<file path="src/rtl/if_fetch_unit.sv">
// IF-stage PC generator with branch prediction and EX/ID redirect handling.
// Define FETCH_BHT_EN for a trained 2-bit BHT; otherwise static backward-taken prediction.
module if_fetch_unit #(
    parameter logic [31:0] RESET_PC     = 32'h0000_0000,
    parameter int unsigned BHT_IDX_BITS = 6
) (
    input  logic        clk,
    input  logic        reset,
    input  logic [31:0] inst_mem_read_data,
    input  logic        EX_stall,
    input  logic        ID_branch,
    input  logic [31:0] ID_jump_target,
    input  logic        EX_branch,
    input  logic        EX_zero,
    input  logic        EX_pred_take,
    input  logic [31:0] EX_pc,
    input  logic [31:0] EX_branch_target,
    output logic [31:0] inst_mem_read_addr,
    output logic        IF_take
);

    localparam logic [6:0]  OPC_BRANCH = 7'b1100011;
    localparam logic [31:0] INST_BYTES = 32'd4;

    logic [31:0] pc;
    logic [31:0] pc_next;
    logic [31:0] imm_b;
    logic        is_br;
    logic        pred;
    logic        mispredict;

    // Decode only what prediction needs: opcode and B-type immediate.
    assign is_br = (inst_mem_read_data[6:0] == OPC_BRANCH);
    assign imm_b = {{19{inst_mem_read_data[31]}}, inst_mem_read_data[31], inst_mem_read_data[7],
                    inst_mem_read_data[30:25], inst_mem_read_data[11:8], 1'b0};

    // rs1/rs2/funct3 are not needed for fetch.
    logic unused_inst_bits;
    assign unused_inst_bits = ^inst_mem_read_data[24:12];

`ifdef FETCH_BHT_EN
    localparam int unsigned BHT_ENTRIES = 2 ** BHT_IDX_BITS;

    logic [1:0]              bht [BHT_ENTRIES];
    logic [BHT_IDX_BITS-1:0] pc_idx;
    logic [BHT_IDX_BITS-1:0] ex_idx;

    assign pc_idx = pc[BHT_IDX_BITS+1:2];
    assign ex_idx = EX_pc[BHT_IDX_BITS+1:2];

    // Read is from the registered table, so a same-cycle train is seen only next cycle.
    assign pred = bht[pc_idx][1];

    always_ff @(posedge clk or posedge reset) begin
        if (reset) begin
            for (int unsigned i = 0; i < BHT_ENTRIES; i++) begin
                bht[i] <= 2'b01;
            end
        end else if (EX_branch) begin
            if (EX_zero && (bht[ex_idx] != 2'b11)) begin
                bht[ex_idx] <= bht[ex_idx] + 2'b01;
            end else if (!EX_zero && (bht[ex_idx] != 2'b00)) begin
                bht[ex_idx] <= bht[ex_idx] - 2'b01;
            end
        end
    end
`else
    // Backward branches (loops) predicted taken, forward not-taken.
    assign pred = imm_b[31];
`endif

    assign IF_take    = is_br & pred;
    assign mispredict = EX_branch & (EX_zero != EX_pred_take);

    // Redirect priority: EX mispredict, stall, ID jump, predicted branch, sequential.
    always_comb begin
        pc_next = pc + INST_BYTES;
        if (mispredict) begin
            pc_next = EX_zero ? EX_branch_target : (EX_pc + INST_BYTES);
        end else if (EX_stall) begin
            pc_next = pc;
        end else if (ID_branch) begin
            pc_next = ID_jump_target;
        end else if (IF_take) begin
            pc_next = pc + imm_b;
        end
    end

    always_ff @(posedge clk or posedge reset) begin
        if (reset) begin
            pc <= RESET_PC;
        end else begin
            pc <= pc_next;
        end
    end

    assign inst_mem_read_addr = pc;

endmodule
</file>
<file path="config.mk">
export PLATFORM = sky130hd
export DESIGN_NAME = if_fetch_unit
export DESIGN_NICKNAME = d
export VERILOG_FILES = /design/src/rtl/if_fetch_unit.sv
export SDC_FILE = /design/constraint.sdc
export NUM_CORES = 1
export LEC_CHECK = 0
export BUFFER_PORTS_ARGS = -buffer_cell sky130_fd_sc_hd__buf_2
export CORE_MARGIN = 10
export CORE_UTILIZATION = 45
export CTS_CLUSTER_DIAMETER = 120
export DETAILED_ROUTE_END_ITERATION = 6
export PLACE_DENSITY_LB_ADDON = 0.08
export SYNTH_ARGS = -nofsm -noshare
export SYNTH_HDL_FRONTEND = slang
export SYNTH_SLANG_ARGS = --single-unit
export TNS_END_PERCENT = 50
</file>
<file path="constraint.sdc">
create_clock -name clk -period 2.5 [get_ports clk]
set_input_delay 0.25 -clock clk [delete_from_list [all_inputs] [get_ports clk]]
set_output_delay 0.25 -clock clk [all_outputs]
set_load 0.005 [all_outputs]
</file>
-- Yosys cells after proc, flatten, opt, wreduce, memory -nomap -nowiden
Cells that the tools add are included.
- add/subtract/negate cells: 3
- eq/ne operators: 3
- mux-type cells: 5
- bitwise logic cells: 2
- operator list (kind ; count):
    32-bit 2-to-1 mux ; 5
    32-bit by 3-bit adder with 32-bit output, second input constant ; 2
    32-bit adder ; 1
    7-bit == test, second input constant ; 1
    1-bit AND ; 2
    2-bit by 1-bit inequality test with 1-bit output, second input constant ; 1
    1-bit inequality test ; 1
- register bits after elaboration: 32
- input bits: 135
- output and inout port bits: 33
- logic and storage cells: 14

-- Longest topological paths before layout
- depth after elaboration: 6
- depth in mapped cells: 13
- gate-level depth less buffers: 12

-- Worst setup path before layout
Ideal clock, no wire load.
- path type: register to register
- start: register pc[1], in the netlist inst_mem_read_addr[1]
- end: register pc[29], in the netlist inst_mem_read_addr[29]
- library setup time: 0.081 ns
- arrival time: 2.610 ns
- required time: 2.419 ns
- setup slack: -0.191 ns
- stages on the path, launching flop included: 14
- buffers on the path: 1
- period minus slack after synthesis: 2.691 ns
- path through: dfrtp_1 > ha_1 > inv_1 > fa_1 > nor2b_4 > o31ai_2 > a2111oi_1 > or2_1 > buf_6 > a31o_4 > a21o_1 > nor2b_4 > mux2_4 > a31oi_2
- longest elaborated chain between the ends: 5
- elaborated cells on any way between the ends: 6
- those cells by class: add/sub (2); mux (4)
- ends and longest elaborated chain (item ; RTL line ; RTL):
    start: declaration ; 25 ; logic [31:0] pc;
    start signal: assignment ; 93 ; pc <= pc_next;
    32-bit by 3-bit adder with 32-bit output or 32-bit adder (tied branches) ; 77, 85 ;
    32-bit 2-to-1 mux (*) ; 84 ; end else if (IF_take) begin
    32-bit 2-to-1 mux (*) ; 82 ; end else if (ID_branch) begin
    32-bit 2-to-1 mux (*) ; 80 ; end else if (EX_stall) begin
    32-bit 2-to-1 mux (*) ; 78 ; if (mispredict) begin
Every way passes the cells marked *; elsewhere a longest branch is shown, timed or not. The select of a mux whose other input is x is not followed.
A chain may end at the register's enable or synchronous reset.

-- Worst setup path in the final report
- start: register pc[1], in the netlist inst_mem_read_addr[1]
- end: register pc[25], in the netlist inst_mem_read_addr[25]
The elaborated chain is that of the path after synthesis.

==> flow_summary_export.csv <==
group,metric,value,unit
run_status,status,"finished with violations",
run_status,violations,"negative setup slack",
route,drt_iter0_drc,799,
sta,relSlewSlack,40.59,%
global_route,grt_pass1_wl,33930,microns
synth,synth_edf_count,0,
synth,synth_warnings,0,
sta,hold_viol_final,0,
synth,syn-num-nets,851,
sta,setup_viol,17,
global_route,grt.total_usage,25.76,%
sta,timing.final.ws_setup,-249.7,ps
die,num_rows,38,
route,wl,21920,microns
sta,tightest_slew,890.1,ps
route,drtPass1Iterations,6,
setup_path,critPathMaxFanout,3,
power,p_leak,3.300,nW
die,core,0.01089,sq mm
global_route,antenna_found_initial,0,
finish,finalNonFillerCells,1081,
finish,nNetsFinal,1108,
route,wl_per_cell,20.28,microns
synth,synth-compound-area-share,31.61,%
global_route,grt_max_degree,47,
clock_tree,clk_pin_slew,80,ps
synth,synthCells,683,
sta,fin_skew,8.121,ps
synth,synth_cell_type_count,79,
route,drc_errors,0,
sta,finalMaxSlewViolations,0,
sta,finalCriticalPeriod,2750,ps
clock_tree,clock_latency,290,ps
synth,synth_top_family_by_area,"compound AO/OA/AOI/OAI gates",
power,ir_drop,318.0,uV
power,p_per_area,544.2,mW/mm^2
global_route,grt_pass1_vias,6235,
global_route,use_met3,6.376,%
setup_path,crit_start,"inst_mem_read_addr[1]",
sta,grt_setup_unrepaired,"true",
finish,syn2layout_area_growth,44.50,%
power,power.total,3.962,mW
synth,ys_ff_latch,32,
finish,seq_area,804.5,sq um
finish,final_cell_mix,"154 x buf_2, 129 x buf_4, 64 x a21oi_1, 62 x nand2_1, 60 x nor2_1",
global_route,grt_use_met2,38.18,%
finish,multi_input_area,0.004355,sq mm
die,die_x,125.8,microns
synth,ys_seq_area_share,15.89,%
synth,synth_mux_area_share,1.689,%
setup_path,critical_path_required,2670,ps
finish,largest_reg_flops,32,
finish,final_core_util,66.87,%
sta,max_freq,363.7,MHz
synth,synth_area,0.005039,sq mm
route,drtAntennaViolNets,0,
synth,async_reset_ff_share,100.0,%
clock_tree,cts_buffer_depth,2,
sta,finalHoldWorstSlack,140.1,ps
route,vias,6455,
clock_tree,cts_made_buffers,5,
synth,synthAdderAreaFrac,8.344,%
synth,synth.avg_cell_area,7.377,sq um
global_route,grt-ovfl-total,0,
finish,n_antenna_cell,0,
placement,port_buffers,154,
setup_path,criticalPathCategory,"reg2reg",
clock_tree,cts_tree,"yes",
setup_path,r2r-start,"inst_mem_read_addr[1]",
job,cap_violations,0,
placement,place_inst,1060,
placement,place_hpwl,17550,microns
finish,layout_commonest_cell,"buf_2",
die,dieHeight,125.8,microns
placement,gp_congestion,0.9795,
route,routed_via_density,5.971,
global_route,grtUsageMet1,37.41,%
synth,synthXorXnorAreaFrac,13.21,%
setup_path,cp.arrival,2920,ps
clock_tree,cts_sinks,32,
synth,synth_ff_type,"dfrtp_1",
finish,fillers,931,
sta,finalCritPeriodShare,110.0,%
finish,drive_above_1_share,38.79,%
placement,pre_cts_slack,-312.0,ps
die,die_area,0.01583,sq mm
synth,yosys.area_share.simple,24.14,%
setup_path,worstSetupEndpointType,"flop",
setup_path,cp-start-kind,"flop",
clock_tree,htree_num_levels,2,
clock_tree,root_buffer,"clkbuf_8",
worst_hold_path,holdCritPathClass,"in2async",
setup_path,rrSetupSlack,-250,ps
die,initial_utilization,46.28,%
die,num_io_pins,168,
global_route,gr-max-usage-layer,"met2",
## worst paths after layout
check | to | cells after the start
setup / recovery | inst_mem_read_addr[25] | 13
hold / removal | inst_mem_read_addr[28] | 2
setup reg to reg | inst_mem_read_addr[25] | 13
hold reg to reg | inst_mem_read_addr[0] | 2
max in group asynchronous | inst_mem_read_addr[4] | 3
min in group clk | inst_mem_read_addr[13] | 3
## critical path, cell delays in order (launching register included)
cell and delay (ps):
dfrtp_1 410, ha_4 180, inv_2 50, fa_2 220, nor2b_4 50, o31ai_4 310, a2111oi_4 120, or2_4 270
a31o_4 250, a21o_1 190, buf_6 130, xor2_2 140, a211oi_2 220, a211oi_1 80
## power breakdown
part,switching [mW],internal (mW)
Clock,0.216,0.296
Sequential,0.108,0.610
Combinational,1.43,1.30
## area by class of cell
cell class              count  area share, %
clock inverters             2         0.4812
flip-flops and latches     32          11.05
multi-input cells         598          59.82
inverters                  18         0.9280
repair buffers            285          24.32
clock buffers               6         0.9967
well taps                 140          2.406
## layer usage
metal / part of all wire (%) / wire length [microns]
met1: 45 / 9887
met2: 43 / 9397
met3: 11 / 2439
met4: 0.88 / 193
met5: 0 / 0
## synthesized netlist by cell type, types with 3 or more instances
cell / count / area [sq um]
ha_1: 32 / 400.4
a21boi_0: 3 / 22.52
nor3_1: 10 / 50.05
nand2b_1: 5 / 31.28
buf_1: 4 / 15.01
mux2i_1: 7 / 70.07
o211ai_1: 8 / 60.06
xnor2_1: 32 / 280.3
nand3_1: 33 / 165.2
and4_1: 5 / 43.79
a21o_1: 12 / 90.09
inv_1: 17 / 63.81
o22ai_1: 4 / 25.02
a2bb2oi_1: 3 / 26.28
nand2_1: 62 / 232.7
a31oi_1: 6 / 37.54
a221oi_1: 6 / 52.55
o31ai_1: 10 / 75.07
nor2b_1: 4 / 25.02
dfrtp_1: 32 / 800.8
o21a_1: 5 / 37.54
a21oi_1: 68 / 340.3
o21ai_0: 47 / 235.2
or3_1: 6 / 37.54
xor2_1: 44 / 385.4
a21o_2: 3 / 26.28
and3_1: 12 / 75.07
o21bai_1: 8 / 60.06
nand4_1: 14 / 87.58
nor4_1: 4 / 25.02
a211oi_1: 23 / 172.7
clkbuf_1: 22 / 82.58
and2_1: 5 / 31.28
o211a_1: 5 / 50.05
nor2_1: 62 / 232.7
clkbuf_8: 4 / 55.05
## through the flow
stage / instance area, sq um / TNS, ps
after global placement: 6710 / -3166
after global routing: 7281 / -4302
after floorplan: 5056 / -210.3
after CTS: 7102 / -2178
final: 7281 / -1877
after detailed placement: 6710 / -3892
## timing repair
action                                  CTS  global route
endpoints found under the hold margin     0             0
resized for setup                        40            31
hold buffers                              0             0
buffers inserted                         11             2
endpoints found under the setup margin   20            23
pin swaps                                30            31
## kinds of logic (layout without fill, tap and decap cells)
logic type	count (synthesis)	after routing
adder cells (fa/ha/maj)	33	33
buffers and inverters	53	311
XOR/XNOR	76	76
multiplexers	8	8
AO/OA/AOI/OAI	240	240
flip-flops	32	32
AND/OR/NAND/NOR	241	241
No activity file was read; power rests on OpenSTA's default activity.
